<file path="src/rtl/algo_dispatch_queue.sv">
// algo_dispatch_queue: FIFO-buffered algorithm-ID dispatcher driving the framework select one request at a time.
// Define ALGO_DISPATCH_TIMEOUT_EN to build the WAIT timeout counter and the err 10 path.
module algo_dispatch_queue #(
  parameter int DEPTH      = 8,
  parameter int ALGO_COUNT = 50,
  parameter int TIMEOUT    = 15
) (
  input  logic                         clk,
  input  logic                         rst_n,
  input  logic                         req_valid,
  input  logic [5:0]                   req_id,
  output logic                         req_ready,
  output logic [5:0]                   algo_select,
  input  logic                         algo_ready,
  output logic                         done_valid,
  output logic [5:0]                   done_id,
  output logic [1:0]                   done_err,
  output logic                         busy,
  output logic [$clog2(DEPTH+1)-1:0]   level
);
  localparam int AW = $clog2(DEPTH);
  localparam int LW = $clog2(DEPTH+1);
  typedef enum logic [1:0] {IDLE, ISSUE, WAIT, REPORT} state_e;
  state_e          state_q, state_d;
  logic [5:0]      mem_q [DEPTH];
  logic [AW-1:0]   wr_q, rd_q;
  logic [LW-1:0]   level_q, level_d;
  logic [5:0]      cur_q, cur_d, sel_q, sel_d;
  logic [1:0]      err_q, err_d;
  logic            push, pop, invalid, expired;
  assign req_ready = level_q != LW'(DEPTH);
  assign push      = req_valid && req_ready;
  assign pop       = state_q == IDLE && level_q != '0;
  assign invalid   = {1'b0, mem_q[rd_q]} >= 7'(ALGO_COUNT);
  assign level_d   = level_q + LW'(push) - LW'(pop);
`ifdef ALGO_DISPATCH_TIMEOUT_EN
  localparam int CW = $clog2(TIMEOUT+1);
  logic [CW-1:0] cnt_q;
  assign expired = cnt_q == CW'(TIMEOUT-1);
  always_ff @(posedge clk or negedge rst_n)
    if (!rst_n) cnt_q <= '0;
    else if (state_q == ISSUE) cnt_q <= '0;
    else if (state_q == WAIT) cnt_q <= cnt_q + CW'(1);
`else
  localparam int unused_timeout = TIMEOUT;
  assign expired = 1'b0;
`endif
  always_comb begin
    state_d = state_q;
    cur_d   = cur_q;
    sel_d   = sel_q;
    err_d   = err_q;
    case (state_q)
      IDLE: if (pop) begin
        cur_d   = mem_q[rd_q];
        err_d   = invalid ? 2'b01 : 2'b00;
        state_d = invalid ? REPORT : ISSUE;
        sel_d   = invalid ? sel_q : mem_q[rd_q];
      end
      ISSUE: state_d = WAIT;
      WAIT: if (algo_ready || expired) begin
        err_d   = algo_ready ? 2'b00 : 2'b10;
        state_d = REPORT;
      end
      default: state_d = IDLE;
    endcase
  end
  always_ff @(posedge clk)
    if (push) mem_q[wr_q] <= req_id;
  always_ff @(posedge clk or negedge rst_n)
    if (!rst_n) begin
      state_q <= IDLE;
      wr_q    <= '0;
      rd_q    <= '0;
      level_q <= '0;
      cur_q   <= '0;
      sel_q   <= '0;
      err_q   <= '0;
    end else begin
      state_q <= state_d;
      wr_q    <= push ? wr_q + AW'(1) : wr_q;
      rd_q    <= pop ? rd_q + AW'(1) : rd_q;
      level_q <= level_d;
      cur_q   <= cur_d;
      sel_q   <= sel_d;
      err_q   <= err_d;
    end
  assign algo_select = sel_q;
  assign done_valid  = state_q == REPORT;
  assign done_id     = cur_q;
  assign done_err    = err_q;
  assign busy        = state_q != IDLE || level_q != '0;
  assign level       = level_q;
endmodule

</file>
<file path="config.mk">
export PLATFORM = sky130hd
export DESIGN_NAME = algo_dispatch_queue
export DESIGN_NICKNAME = d
export VERILOG_FILES = /design/src/rtl/algo_dispatch_queue.sv
export SDC_FILE = /design/constraint.sdc
export NUM_CORES = 1
export LEC_CHECK = 0
export BUFFER_PORTS_ARGS = -buffer_cell sky130_fd_sc_hd__buf_2
export CORE_ASPECT_RATIO = 0.8
export CORE_MARGIN = 10
export CORE_UTILIZATION = 55
export CTS_BUF_LIST = sky130_fd_sc_hd__clkbuf_8
export DETAILED_ROUTE_END_ITERATION = 7
export HOLD_SLACK_MARGIN = 0.02
export PLACE_DENSITY_LB_ADDON = 0.2
export REMOVE_ABC_BUFFERS = 1
export SKIP_LAST_GASP = 1
export SLEW_MARGIN = 30
export SYNTH_ARGS = -nofsm -noshare
export SYNTH_HDL_FRONTEND = slang
export SYNTH_SLANG_ARGS = --single-unit
</file>
<file path="constraint.sdc">
create_clock -name clk -period 2.1 [get_ports clk]
set_input_delay 0.315 -clock clk [delete_from_list [all_inputs] [get_ports clk]]
set_output_delay 0.315 -clock clk [all_outputs]
set_load 0.01 [all_outputs]
</file>
==> impl_metrics.tcl <==
set metrics [dict create \
    worstHoldPathType "primary input to flop" \
    setup_repair_after_global_routing_missed_its_margin "true" \
    detail-route-antenna-nets 0 \
    die-height_um 87.2 \
    dominant_cell_type_by_area_after_synthesis "sky130_fd_sc_hd__edfxtp_1" \
    antennaDiodeCount 0 \
    number_of_h_tree_levels 3 \
    largest_net_degree_at_the_start_of_global_routing 26 \
    grt_first_pass_wirelength_um 9450 \
    layout-drive-gt1-share_pct 39.5 \
    slew_of_the_pin_with_the_lowest_slew_margin_ps 582 \
    area.sequential_mm2 0.00207 \
    cap_viol_max_count 0 \
    dpl.hpwl_um 4250 \
    count_of_final_setup_violators 0 \
    first_global_vias 1861 \
    synth_top_cells_by_count "sky130_fd_sc_hd__edfxtp_1, sky130_fd_sc_hd__dfrtp_1, sky130_fd_sc_hd__nand2_1" \
    critical_path.reg2reg.endpoint "algo_select[0]" \
    timing.critical_path.required_ps 2340 \
    cts-root-to-sink-buffers 2 \
    chipWidth_um 104 \
    path_max_fanout 4 \
    num-fill-cells 394 \
    synth-seq-area-share_pct 66.6 \
    post_drt_wl_per_cell_um 17.8 \
    r2r_setup_slack_ps 50 \
    timing.setup.critical_path_class "flop to flop" \
    design.portCount 31 \
    drt_pass1_iterations 4 \
    worstRegToRegCells 6 \
    power-per-cell-area_mw_per_mm2 1600 \
    end_kind "flop" \
    initial_core_utilization_pct 56.8 \
    total_leakage_power_nw 1.52 \
    route.vias.total 1772 \
    max_slew_margin_pct 61.2 \
    route.detailed.vias_per_inst 5.31 \
    fp.dieArea_mm2 0.00906 \
    synth_top_area_share_pct 46.5 \
    placedCellCount 314 \
    crit_start "rd_q[0]" \
    synth_most_common_cell "sky130_fd_sc_hd__edfxtp_1" \
    syn_area_mm2 0.00310 \
    start_kind "flop" \
    area_growth_syn_to_layout_pct 21.9 \
    post_synth_num_cell_types 32 \
    whs_ps 238 \
    critical_path.reg2reg.startpoint "rd_q[0]" \
    dominantRegCellSynth "sky130_fd_sc_hd__edfxtp_1" \
    clk_pin_slew_ps 80 \
    capturing_element_of_the_worst_setup_path "algo_select[0]" \
    seq_cells_post_synth 73 \
    yosysWarnings 0 \
    net_count_of_the_finished_layout 273 \
    groute.usage.overall_pct 13.7 \
    sink_count 73 \
    port_buffers 29 \
    multi_input_area_um2 995 \
    min_from "req_id[3]" \
    finalMaxSlewViolations 0 \
    finalWeightedCongestion 0.734 \
    post_synth_inst_count 190 \
    ctsRootBufferMaster "sky130_fd_sc_hd__clkbuf_8" \
    final_core_utilization_pct 69.2 \
    post-route-min-period_ps 2050 \
    std_cell_rows 24 \
    initial_antenna_violation_count 0 \
    critPathArrivalTime_ps 2280 \
    grt_remaining_overflow 0 \
    synth_top_cells_by_area "sky130_fd_sc_hd__edfxtp_1, sky130_fd_sc_hd__dfrtp_1, sky130_fd_sc_hd__mux4_1" \
    timing.clock.skew_ps 8.60 \
    asyncSetResetFlopFracSynth_pct 34.2 \
    hold_viol 0 \
    cts_tree "yes" \
    drt_iter0_markers 90 \
    wirelength_routed_um 5940 \
    post-route-period-util_pct 97.5 \
    finish.cell_count_without_fillers 334 \
    result_of_the_run "finished clean" \
    postSynthAreaPerCell_um2 16.3 \
    max_clock_freq_mhz 488 \
    numCtsBuffers 9 \
    vdd_ir_max_mv 0.978 \
    worst_skew_pair.late_latency_ps 350 \
    floorplan.core_area_mm2 0.00547 \
    post-route-drc-count 0 \
    synth_enable_flop_cells 48 \
]
area by class of cell:
cell class	count	share of cell area, %
Clock inverter	7	2.51
Tap cell	78	2.58
Clock buffer	9	3.27
Inverter	11	1.09
Sequential cell	73	54.7
Timing Repair Buffer	56	9.56
Multi-Input combinational cell	100	26.3
worst max-delay path, stage by stage, from the launching register on:
cell and delay (ps):
sky130_fd_sc_hd__dfrtp_1 410, sky130_fd_sc_hd__buf_6 140, sky130_fd_sc_hd__mux4_1 560, sky130_fd_sc_hd__mux2i_2 260, sky130_fd_sc_hd__a311oi_4 150, sky130_fd_sc_hd__nor2_4 120
sky130_fd_sc_hd__mux2_4 300
power by group:
part / switching [mW] / total [mW] / internal [mW]
Combinational: 1.31 / 2.65 / 1.35
Sequential: 0.288 / 2.23 / 1.95
Clock: 0.509 / 1.18 / 0.668
through the flow:
stage / setup WS, ps / cell area, µm² / TNS [ps] / power (mW)
global route: -39.3 / 3780 / -141 / 6.47
global placement: 42.5 / 3470 / 0 / 4.48
CTS: 2.87 / 3720 / 0 / 5.87
detailed placement: -17.7 / 3470 / -29.3 / 4.62
floorplan: -271 / 3060 / -1050 / 3.65
finish: 51.9 / 3780 / 0 / 6.06
repair_timing:
item	in CTS	in global routing
buffers inserted	2	1
pin swaps	0	2
hold endpoints to repair	25	0
setup endpoints to repair	5	11
hold buffers	1	0
gates resized for setup	5	24
state kept, by name (all words and copies together) (netlist names):
register,count
level,4
rd_q,3
done_err,1
done_id,6
state_q,2
algo_select,6
mem_q,48
wr_q,3
worst min path at each step:
| stage | cells after the start | endpoint | slack [ps] |
|---|---|---|---|
| after CTS | 1 | mem_q[4][3] | 230 |
| after global placement | 1 | wr_q[1] | 330 |
| after detailed placement | 1 | level[0] | 340 |
| after floorplan | 0 | algo_select[0] | 20 |
| final | 1 | mem_q[4][3] | 240 |
| after global routing | 1 | mem_q[0][3] | 230 |
metal layers:
layer  share of wire [%]  GRT usage [%]  vias up
li1                    -              -      837
met1                  44           16.4      888
met2                  50           22.8       39
met3                 5.1           5.10        8
met4                 1.1           4.29        0
met5                   0              0        -
cells by family (layout without fill, tap and decap cells):
logic type      after synthesis  after routing  share of synthesized area, %
compound gates               22             22                          5.20
xor+xnor                      5              5                          1.41
fa+ha+maj                    12             12                          5.08
buf+inv                      17             83                          2.78
flops                        73             73                          66.6
mux                          20             20                          13.2
other cells                   1              1                         0.121
simple gates                 40             40                          5.53
cells in the final DEF, fill, tap and decap left out, types with 3 or more instances in the layout:
cell                        n
sky130_fd_sc_hd__nor2_1    10
sky130_fd_sc_hd__nand2_1   19
sky130_fd_sc_hd__o21a_1     4
sky130_fd_sc_hd__mux4_1     8
sky130_fd_sc_hd__mux4_2     4
sky130_fd_sc_hd__clkbuf_8   9
sky130_fd_sc_hd__o21ai_2    3
sky130_fd_sc_hd__nand3_1    3
sky130_fd_sc_hd__buf_2     29
sky130_fd_sc_hd__inv_1      8
sky130_fd_sc_hd__buf_4     23
sky130_fd_sc_hd__o31ai_1    4
sky130_fd_sc_hd__mux2i_1    3
sky130_fd_sc_hd__buf_6      3
sky130_fd_sc_hd__o21ai_0    4
sky130_fd_sc_hd__inv_2      3
sky130_fd_sc_hd__ha_1       7
sky130_fd_sc_hd__ha_2       3
sky130_fd_sc_hd__edfxtp_1  48
sky130_fd_sc_hd__dfrtp_1   24
sky130_fd_sc_hd__xnor2_1    3
Power figures use the tool's default switching activity.
